<file path="config.mk">
export PLATFORM = sky130hd
export DESIGN_NAME = borrow_select_subtractor
export DESIGN_NICKNAME = d
export VERILOG_FILES = /design/src/rtl/bss_pkg.sv /design/src/rtl/borrow_select_chunk.sv /design/src/rtl/borrow_select_subtractor.sv
export SDC_FILE = /design/constraint.sdc
export NUM_CORES = 1
export LEC_CHECK = 0
export CORE_MARGIN = 3
export CORE_UTILIZATION = 56
export CTS_BUF_LIST = sky130_fd_sc_hd__clkbuf_4 sky130_fd_sc_hd__clkbuf_8
export DETAILED_ROUTE_END_ITERATION = 10
export PLACE_DENSITY_LB_ADDON = 0.25
export SLEW_MARGIN = 5
export SYNTH_ARGS = -nofsm -noshare
export SYNTH_HDL_FRONTEND = slang
export SYNTH_SLANG_ARGS = --single-unit
</file>
<file path="constraint.sdc">
create_clock -name clk -period 7.3 [get_ports clk]
set_input_delay 1.46 -clock clk [delete_from_list [all_inputs] [get_ports clk]]
set_output_delay 1.46 -clock clk [all_outputs]
set_load 0.005 [all_outputs]
</file>
<file path="src/rtl/bss_pkg.sv">
// Shared constants for the borrow-select subtractor: state encodings,
// default geometry and the helpers that size the chunk index.
package bss_pkg;

    localparam logic [1:0] S_IDLE = 2'd0;
    localparam logic [1:0] S_RUN  = 2'd1;
    localparam logic [1:0] S_DONE = 2'd2;

    typedef enum logic [1:0] {
        ST_IDLE = S_IDLE,
        ST_RUN  = S_RUN,
        ST_DONE = S_DONE
    } state_t;

    localparam int BSS_WIDTH = 16;
    localparam int BSS_CHUNK = 4;

    function automatic int nchunk(input int width, input int chunk);
        return width / chunk;
    endfunction

    // A single-chunk configuration still needs a 1-bit index register.
    function automatic int idx_width(input int n);
        return (n <= 1) ? 1 : $clog2(n);
    endfunction

endpackage

</file>
<file path="src/rtl/borrow_select_chunk.sv">
// Combinational CHUNK-bit dual subtractor: the same slice evaluated with
// borrow-in 0 and borrow-in 1 so the caller only has to pick one.
module borrow_select_chunk
    import bss_pkg::*;
#(
    parameter int CHUNK = BSS_CHUNK
) (
    input  logic [CHUNK-1:0] a,
    input  logic [CHUNK-1:0] b,
    output logic [CHUNK-1:0] d0,
    output logic             b0,
    output logic [CHUNK-1:0] d1,
    output logic             b1
);

    logic [CHUNK:0] r0;
    logic [CHUNK:0] r1;

    // The extra top bit of the widened difference is the borrow-out.
    assign r0 = {1'b0, a} - {1'b0, b};
    assign r1 = {1'b0, a} - {1'b0, b} - (CHUNK+1)'(1);

    assign d0 = r0[CHUNK-1:0];
    assign b0 = r0[CHUNK];
    assign d1 = r1[CHUNK-1:0];
    assign b1 = r1[CHUNK];

endmodule

</file>
<file path="src/rtl/borrow_select_subtractor.sv">
// Multi-cycle a - b - bin, one CHUNK-bit slice per RUN cycle, start/busy/done.
// Optional signed overflow output built when BSS_SIGNED_OVF_EN is defined.
//
// state | meaning
// IDLE  | waiting for start; result registers hold the last answer
// RUN   | one slice per cycle, borrow register selects d0/d1
// DONE  | one-cycle done pulse; start here begins the next op back-to-back
module borrow_select_subtractor
    import bss_pkg::*;
#(
    parameter int WIDTH = BSS_WIDTH,
    parameter int CHUNK = BSS_CHUNK
) (
    input  logic             clk,
    input  logic             rst,
    input  logic             start,
    input  logic [WIDTH-1:0] a,
    input  logic [WIDTH-1:0] b,
    input  logic             bin,
    output logic             busy,
    output logic             done,
    output logic [WIDTH-1:0] diff,
    output logic             bout
`ifdef BSS_SIGNED_OVF_EN
    ,
    output logic             ovf
`endif
);

    localparam int NCHUNK = nchunk(WIDTH, CHUNK);
    localparam int IW     = idx_width(NCHUNK);

    state_t           state, state_nxt;
    logic             accept;
    logic [WIDTH-1:0] a_q, b_q;
    logic [IW-1:0]    idx;
    logic             borrow;
    logic             last;

    logic [CHUNK-1:0] a_sl, b_sl;
    logic [CHUNK-1:0] d0, d1, d_sel;
    logic             b0, b1, b_sel;

    always_ff @(posedge clk or posedge rst) begin
        if (rst) state <= ST_IDLE;
        else     state <= state_nxt;
    end

    always_comb begin
        state_nxt = state;
        accept    = 1'b0;
        busy      = 1'b0;
        done      = 1'b0;
        case (state)
            ST_IDLE: begin
                if (start) begin
                    accept    = 1'b1;
                    state_nxt = ST_RUN;
                end
            end
            ST_RUN: begin
                busy = 1'b1;
                if (last) state_nxt = ST_DONE;
            end
            ST_DONE: begin
                done      = 1'b1;
                state_nxt = ST_IDLE;
                if (start) begin
                    accept    = 1'b1;
                    state_nxt = ST_RUN;
                end
            end
            default: state_nxt = ST_IDLE;
        endcase
    end

    assign last = (idx == IW'(NCHUNK - 1));

    always_comb begin
        a_sl = '0;
        b_sl = '0;
        for (int i = 0; i < NCHUNK; i++) begin
            if (idx == IW'(i)) begin
                a_sl = a_q[i*CHUNK +: CHUNK];
                b_sl = b_q[i*CHUNK +: CHUNK];
            end
        end
    end

    borrow_select_chunk #(.CHUNK(CHUNK)) u_chunk (
        .a  (a_sl),
        .b  (b_sl),
        .d0 (d0),
        .b0 (b0),
        .d1 (d1),
        .b1 (b1)
    );

    assign d_sel = borrow ? d1 : d0;
    assign b_sel = borrow ? b1 : b0;

    always_ff @(posedge clk or posedge rst) begin
        if (rst) begin
            a_q    <= '0;
            b_q    <= '0;
            idx    <= '0;
            borrow <= 1'b0;
            diff   <= '0;
            bout   <= 1'b0;
`ifdef BSS_SIGNED_OVF_EN
            ovf    <= 1'b0;
`endif
        end else if (accept) begin
            a_q    <= a;
            b_q    <= b;
            borrow <= bin;
            idx    <= '0;
        end else if (state == ST_RUN) begin
            for (int i = 0; i < NCHUNK; i++) begin
                if (idx == IW'(i)) diff[i*CHUNK +: CHUNK] <= d_sel;
            end
            borrow <= b_sel;
            idx    <= last ? '0 : idx + IW'(1);
            if (last) begin
                bout <= b_sel;
`ifdef BSS_SIGNED_OVF_EN
                // The MSB slice is being written this cycle, so use d_sel directly.
                ovf  <= (a_q[WIDTH-1] != b_q[WIDTH-1]) &&
                        (d_sel[CHUNK-1] != a_q[WIDTH-1]);
`endif
            end
        end
    end

endmodule

</file>
==> impl_results.md, run 1 <==
- Dpl ws: 3.89 ns
- Setup TNS: 0 ns
- Worst Tran Pin Value: 1.09 ns
- Slew headroom: 27.1%
- Critical Path Fanout Max: 17
- Die area: ~5400 µm²
- CORE AREA: 4170 µm²
- Fillcell total: 284
- Non-filler cells, final: 330
- PD cells: 554 nW/µm²
- Worst-path clk slew: around 0.090 ns
- R2r setup slk: 3.86 ns
- Starting Density: 60.7%
- CP Cell Sequence: inv_1 -> ha_1 -> nand3b_1 -> a21oi_1 -> a21oi_1 -> nor2_1 -> a21oi_1 -> ha_1 -> fa_1 -> ha_1 -> nand2_1 -> or3b_1 -> mux2i_1 -> xnor2_1 -> o21ai_1
- Clock Skew: 0.00221 ns
- Final worst path period share: a little under half
- Area added between synthesis and finish: 26.2%
- Hold WS: approximately 0.48 ns
- Critical hold path startpoint: diff[14]
- Hold-critical path depth: 2
- CP Class: flop to flop
- DR iter-0 viols: roughly 140
- Setup ws final: 3.86 ns
- Peak VDD IR: 0.314 mV
- GP Congestion: 0.816
- Ant diodes: 0
- Nets: 325
- Sequential element share of the synthesized area: 53.4%
- # IOs: 55
- CP required: 7.49 ns
- Hold Path End: diff[14]
- Routed wire length: 4.98 mm
- Endpoints failing setup: 0
- Sw frac: 41.5%
- WL per Instance: between 15 and 20 µm
- Clock root cell: clkbuf_8
- FF-to-FF Start: idx[1]
- Netlist cell types: 28
- P_leak: 1.38 nW
- Slowest CP cell: fa_1
- Congestion Overflow GR: 0
- Most frequent cells in the layout: 54 x dfrtp_1, 54 x clkdlybuf4s50_1, 34 x nand2_1, 33 x mux2_2, 22 x a21oi_1
- Chip Height: about 73 µm
- Mapped Cells: 228
- Post-CTS Repair Setup Buffers: 0
- Row count: 23
- H-tree lvl count: 2
- Final Max Tran Viols: 0
- Vias per cell: roughly 5.5
- Syn_area_per_cell: between 10 and 15 µm²
- Logic gate share of total power: 59.2%
- DRC Markers: 0
- Hold Path Class: flop to flop
- Placed Area: 3100 µm²
- Post-route cell area: approximately 3200 µm²
- Share of cells above drive strength 1: 16.4%
- CTS tree: yes
- Crit path arrival time: 3.63 ns
- Final Critical Period: 3.44 ns
- Sequential power share: ~30%
- Clock network latency to the later pin of the worst-skew pair: around 0.30 ns
- Status: finished clean
- Synth Register Bits: 54
- Critical Path End Type: flop
- IO Port Bufs: 54
- Fmax: 0.291 GHz
- Part of the power in the clock network: 9.8%
- Final hold violations: 0
- Fin util: 76.6%
- Power consumption: around 1.8 mW
- Total CTS buffers: 5
- Net switching power: between 700 and 800 µW
- Chip width: around 73 µm
- Max-cap viol count: 0
- Placed Cells: 322
- Sink Count: 54
- Vias in the first global route: 1850
- CTS max path bufs: 2
- Post-CTS sizing: 0
- Synth Cell Area: 2530 µm²
- Maximum number of pins on one net before global-route repair: 55
- Cell-internal power: 1.04 mW
- Reg-to-reg endpoint: bout
- Synth Net Count: between 200 and 300
- GRT Overall Usage: roughly a fifth
- Post-CTS Hold Fix Bufs: 0
- FF-to-FF path depth: 15
- CP peak stage delay: 0.52 ns
- Warnings, synthesis: 0
- Initial antenna violation count: 0
- ANT nets after route: 0
- DRT Pass-1 Iters: 4
- RSZ-0062 raised after global routing: no
- DR vias: 1823
- Wire length of the first global-routing pass: 8.40 mm
- Hpwl dp: 3.66 mm
- Worst setup SP type: flop
[power groups by stage]
stage          Clock, mW  Sequential (mW)  Combinational [mW]
6_report           0.174            0.548                1.05
2_1_floorplan          0            0.531               0.749
5_1_grt            0.187            0.565                1.20
3_5_place_dp           0            0.554                1.05
4_1_cts            0.177            0.549                1.06
3_3_place_gp           0            0.550                1.01
[flip-flops by register name, indices dropped and copies added (netlist names)]
| signal | flops |
|---|---|
| b_q | 16 |
| borrow | 1 |
| a_q | 16 |
| idx | 2 |
| bout | 1 |
| diff | 16 |
| state | 2 |
[area by class of cell]
type	count	area [µm²]	share of cell area (%)
sequential	54	1350	42.3
multi-input combinational	157	1120	34.9
timing repair buffer	55	548	17.1
clock buffer	7	90.1	2.82
tap	50	62.6	1.96
inverter	6	22.5	0.705
clock inverter	1	5.00	0.157
[synth_stat cells]
cell / instances / area [µm²]
dfrtp_1: 54 / 1350
nand2_1: 34 / 128
mux2_2: 33 / 372
a21oi_1: 22 / 110
o21ai_0: 19 / 95.1
ha_1: 9 / 113
clkbuf_1: 8 / 30.0
nand3b_1: 8 / 60.1
nor2_1: 7 / 26.3
inv_1: 6 / 22.5
buf_2: 3 / 15.0
xnor2_1: 3 / 26.3
a21o_1: 2 / 15.0
nand2b_1: 2 / 12.5
nand4_1: 2 / 12.5
nor2b_1: 2 / 12.5
o21ai_1: 2 / 10.0
xor2_1: 2 / 17.5
a21o_2: 1 / 8.76
a22o_1: 1 / 8.76
a22oi_1: 1 / 7.51
fa_1: 1 / 20.0
mux2i_1: 1 / 10.0
o21bai_1: 1 / 7.51
o2bb2ai_1: 1 / 8.76
o31ai_1: 1 / 7.51
or3b_1: 1 / 8.76
xor2_2: 1 / 16.3
[layer usage]
metal / global-route usage, % / up-vias / part of all wire, %
met5: 0 / - / 0
met4: 6.56 / 0 / 1.2
met3: 3.99 / 7 / 5.4
met2: 33.6 / 49 / 49
met1: 27.3 / 881 / 44
li1: - / 886 / -
[worst max-delay path: cells and delay by family (launching register included)]
kind | cells | cell delay (ns)
adders and majority gates | 4 | 1.29
and+or+nand+nor | 4 | 0.77
DFF | 1 | 0.40
AOI/OAI and AO/OA | 4 | 0.39
muxes | 1 | 0.20
xor gates and xnor gates | 1 | 0.18
buffers and inverters | 1 | 0.09
[worst max path at each step]
stage / startpoint / end / slack [ns] / cells after the start
6_report: idx[1] / bout / 3.86 / 15
5_1_grt: idx[1] / borrow / 3.53 / 15
4_1_cts: idx[1] / bout / 3.86 / 15
3_5_place_dp: idx[1] / bout / 3.89 / 15
3_3_place_gp: idx[0] / bout / 4.09 / 14
2_1_floorplan: idx[0] / bout / 4.13 / 15
[cell families (layout without fill, tap and decap cells)]
| kind of cell | Yosys count | in the layout | share of synthesized area (%) |
|---|---|---|---|
| AOI/OAI and AO/OA | 51 | 51 | 11.0 |
| xor gates and xnor gates | 6 | 6 | 2.37 |
| adders and majority gates | 10 | 10 | 5.24 |
| buffers and inverters | 17 | 69 | 2.67 |
| DFF | 54 | 54 | 53.4 |
| muxes | 34 | 34 | 15.1 |
| and+or+nand+nor | 56 | 56 | 10.3 |
No activity file was read; power rests on OpenSTA's default activity.
==> run 2, diff against run 1 <==
--- a/config.mk
+++ b/config.mk
@@ -6,7 +6,7 @@
 export NUM_CORES = 1
 export LEC_CHECK = 0
 export CORE_MARGIN = 3
-export CORE_UTILIZATION = 56
+export CORE_UTILIZATION = 52
 export CTS_BUF_LIST = sky130_fd_sc_hd__clkbuf_4 sky130_fd_sc_hd__clkbuf_8
 export DETAILED_ROUTE_END_ITERATION = 10
 export PLACE_DENSITY_LB_ADDON = 0.25
==> constraint.sdc (replaced) <==
create_clock -name clk -period 3.6 [get_ports clk]
set_input_delay 0.72 -clock clk [delete_from_list [all_inputs] [get_ports clk]]
set_output_delay 0.72 -clock clk [all_outputs]
set_load 0.005 [all_outputs]
==> run 2 against run 1 <==
Combinational power is 100% higher. Die area rose by 7.1%. Critical path depth fell by 1. Total power grew 110%. Final area rose by 2.5%. Largest cell class unchanged.
==> impl_results.md, run 2 (synthesis gave the netlist of run 1 again) <==
- Critical Path Fanout Max: 17 (unchanged)
- Final Critical Period: 3.27 ns (-0.170 ns)
- Fillcell total: 324 (+14%)
- Status: finished clean
- Final worst path period share: 90.8% (+44 points)
- Chip width: 75.8 µm (+3.5%)
- ANT nets after route: 0 (unchanged)
- Area added between synthesis and finish: 29.4%
- Die area: 5740 µm² (+7.1%)
- Largest regs: a_q x16, b_q x16, diff x16
- IO Port Bufs: 54 (unchanged)
- RSZ-0062 raised after global routing: no
- P_leak: 1.40 nW (+1.5%)
- CTS tree: yes
- # IOs: 55 (unchanged)
- Dpl ws: 0.225 ns (-3.67 ns)
- Clock network latency to the later pin of the worst-skew pair: 0.30 ns (about the same)
- PD cells: 1130 nW/µm² (+100%)
- Worst-path clk slew: 0.10 ns (about the same)
- Clock root cell: clkbuf_8
- Final Max Tran Viols: 0 (unchanged)
- CP required: 3.79 ns (-3.70 ns)
- Vias per cell: 5.24 (-5.2%)
- Row count: 24 (+4.3%)
- H-tree lvl count: 2 (unchanged)
- DR vias: 1812 (-0.60%)
- Fin util: 72.3% (-4.3 points)
- WL per Instance: 14.3 µm (-5.5%)
- Worst Tran Pin Value: 0.624 ns (-0.468 ns)
- Setup TNS: 0 ns (unchanged)
- Max-cap viol count: 0 (unchanged)
- Ant diodes: 0 (unchanged)
- Setup ws final: 0.331 ns (-3.53 ns)
- Nets: 326 (+0.31%)
- Most frequent cells in the layout: 54 x dfrtp_1, 54 x clkdlybuf4s50_1, 34 x nand2_1, 33 x mux2_2, 22 x a21oi_1
- CORE AREA: 4530 µm² (+8.7%)
- Slew headroom: 58.4% (+31 points)
- GRT Overall Usage: 19.5% (-1.0 points)
- Sink Count: 54 (unchanged)
- Placed Cells: 338 (+5.0%)
- R2r setup slk: 0.33 ns (-3.53 ns)
- Total CTS buffers: 5 (unchanged)
- Crit path arrival time: 3.46 ns (-0.17 ns)
- Hold Path Class: flop to flop
- Critical Path End Type: flop
- DRC Markers: 0 (unchanged)
- CTS max path bufs: 2 (unchanged)
- Share of cells above drive strength 1: 17.8% (+1.4 points)
- Congestion Overflow GR: 0 (unchanged)
- Maximum number of pins on one net before global-route repair: 39 (-29%)
- Hold WS: 0.488 ns (+0.00465 ns)
- Peak VDD IR: 0.653 mV (+110%)
- Fmax: 0.306 GHz (+5.2%)
- Starting Density: 55.8% (-4.8 points)
- Wire length of the first global-routing pass: 8.40 mm (about the same)
- Routed wire length: 4.93 mm (-0.94%)
- Endpoints failing setup: 0 (unchanged)
- Power consumption: 3.71 mW (+110%)
- DRT Pass-1 Iters: 4 (unchanged)
- Chip Height: 75.8 µm (+3.5%)
- Post-route cell area: 3280 µm² (+2.5%)
- Hpwl dp: 3.68 mm (+0.59%)
- Hold-critical path depth: 2 (unchanged)
- Initial antenna violation count: 0 (unchanged)
- Non-filler cells, final: 346 (+4.8%)
- GP Congestion: 0.860 (+5.4%)
- Placed Area: 3130 µm² (+0.85%)
- DR iter-0 viols: 110 (-20%)
- Worst setup SP type: flop
- Clock Skew: 0.0118 ns (+0.00954 ns)
- Post-CTS Hold Fix Bufs: 0 (unchanged)
- FF-to-FF path depth: 14 (-1)
- CP Class: flop to flop
- Vias in the first global route: 1794 (-3.0%)
- Final hold violations: 0 (unchanged)
-- run 2: cell count changes in the layout (fill, tap and decap cells not counted) --
cell	before	now
clkbuf_4	1	0
ha_1	9	6
ha_2	0	3
buf_4	1	2
clkinv_2	1	0
bufinv_16	0	2
-- run 2: cell type report --
cell class                 instances  area (µm²)  area share [%]
clock buffer                       6        82.6            2.52
multi-input combinational        157        1120            34.3
timing repair buffer              56         556            17.0
sequential                        54        1350            41.2
inverter                           6        22.5           0.687
tap                               65        81.3            2.48
clock inverter                     2        60.1            1.83
-- run 2: routing by layer --
layer  global-route usage (%)  wire, µm  up-vias
met4                     5.44        59        0
met1                     26.4      2230      865
li1                         -         -      891
met2                     31.7      2390       50
met5                        0         0        -
met3                     4.22       246        6
-- run 2: path summary, 6_finish.rpt --
check                        start       to
max in group asynchronous      rst   b_q[4]
setup reg to reg            idx[1]     bout
hold reg to reg            diff[2]  diff[2]
min in group asynchronous      rst   a_q[6]
hold / removal             diff[2]  diff[2]
setup / recovery            idx[1]     bout
-- run 2: repair_timing --
action	in CTS	in global routing
buffers inserted	0	0
setup endpoints to repair	0	2
resized for setup	0	3
endpoints found under the hold margin	0	0
-- run 2: worst max-delay path, stage by stage, from the launching register on --
cell and delay, ns:
dfrtp_1 0.44, inv_1 0.11, ha_2 0.35, nand3b_1 0.15, a21oi_1 0.07, a21oi_1 0.18
nor2_1 0.09, a21o_1 0.20, fa_1 0.54, ha_1 0.17, nand2_1 0.08, or3b_1 0.36
mux2i_1 0.17, xnor2_1 0.16, o21ai_1 0.10
-- run 2: where the power goes --
group | total [mW] | internal [mW] | switching, mW
clock | 0.489 | 0.297 | 0.192
combinational | 2.11 | 1.02 | 1.09
sequential | 1.11 | 0.923 | 0.188
total | 3.71 | 2.24 | 1.47
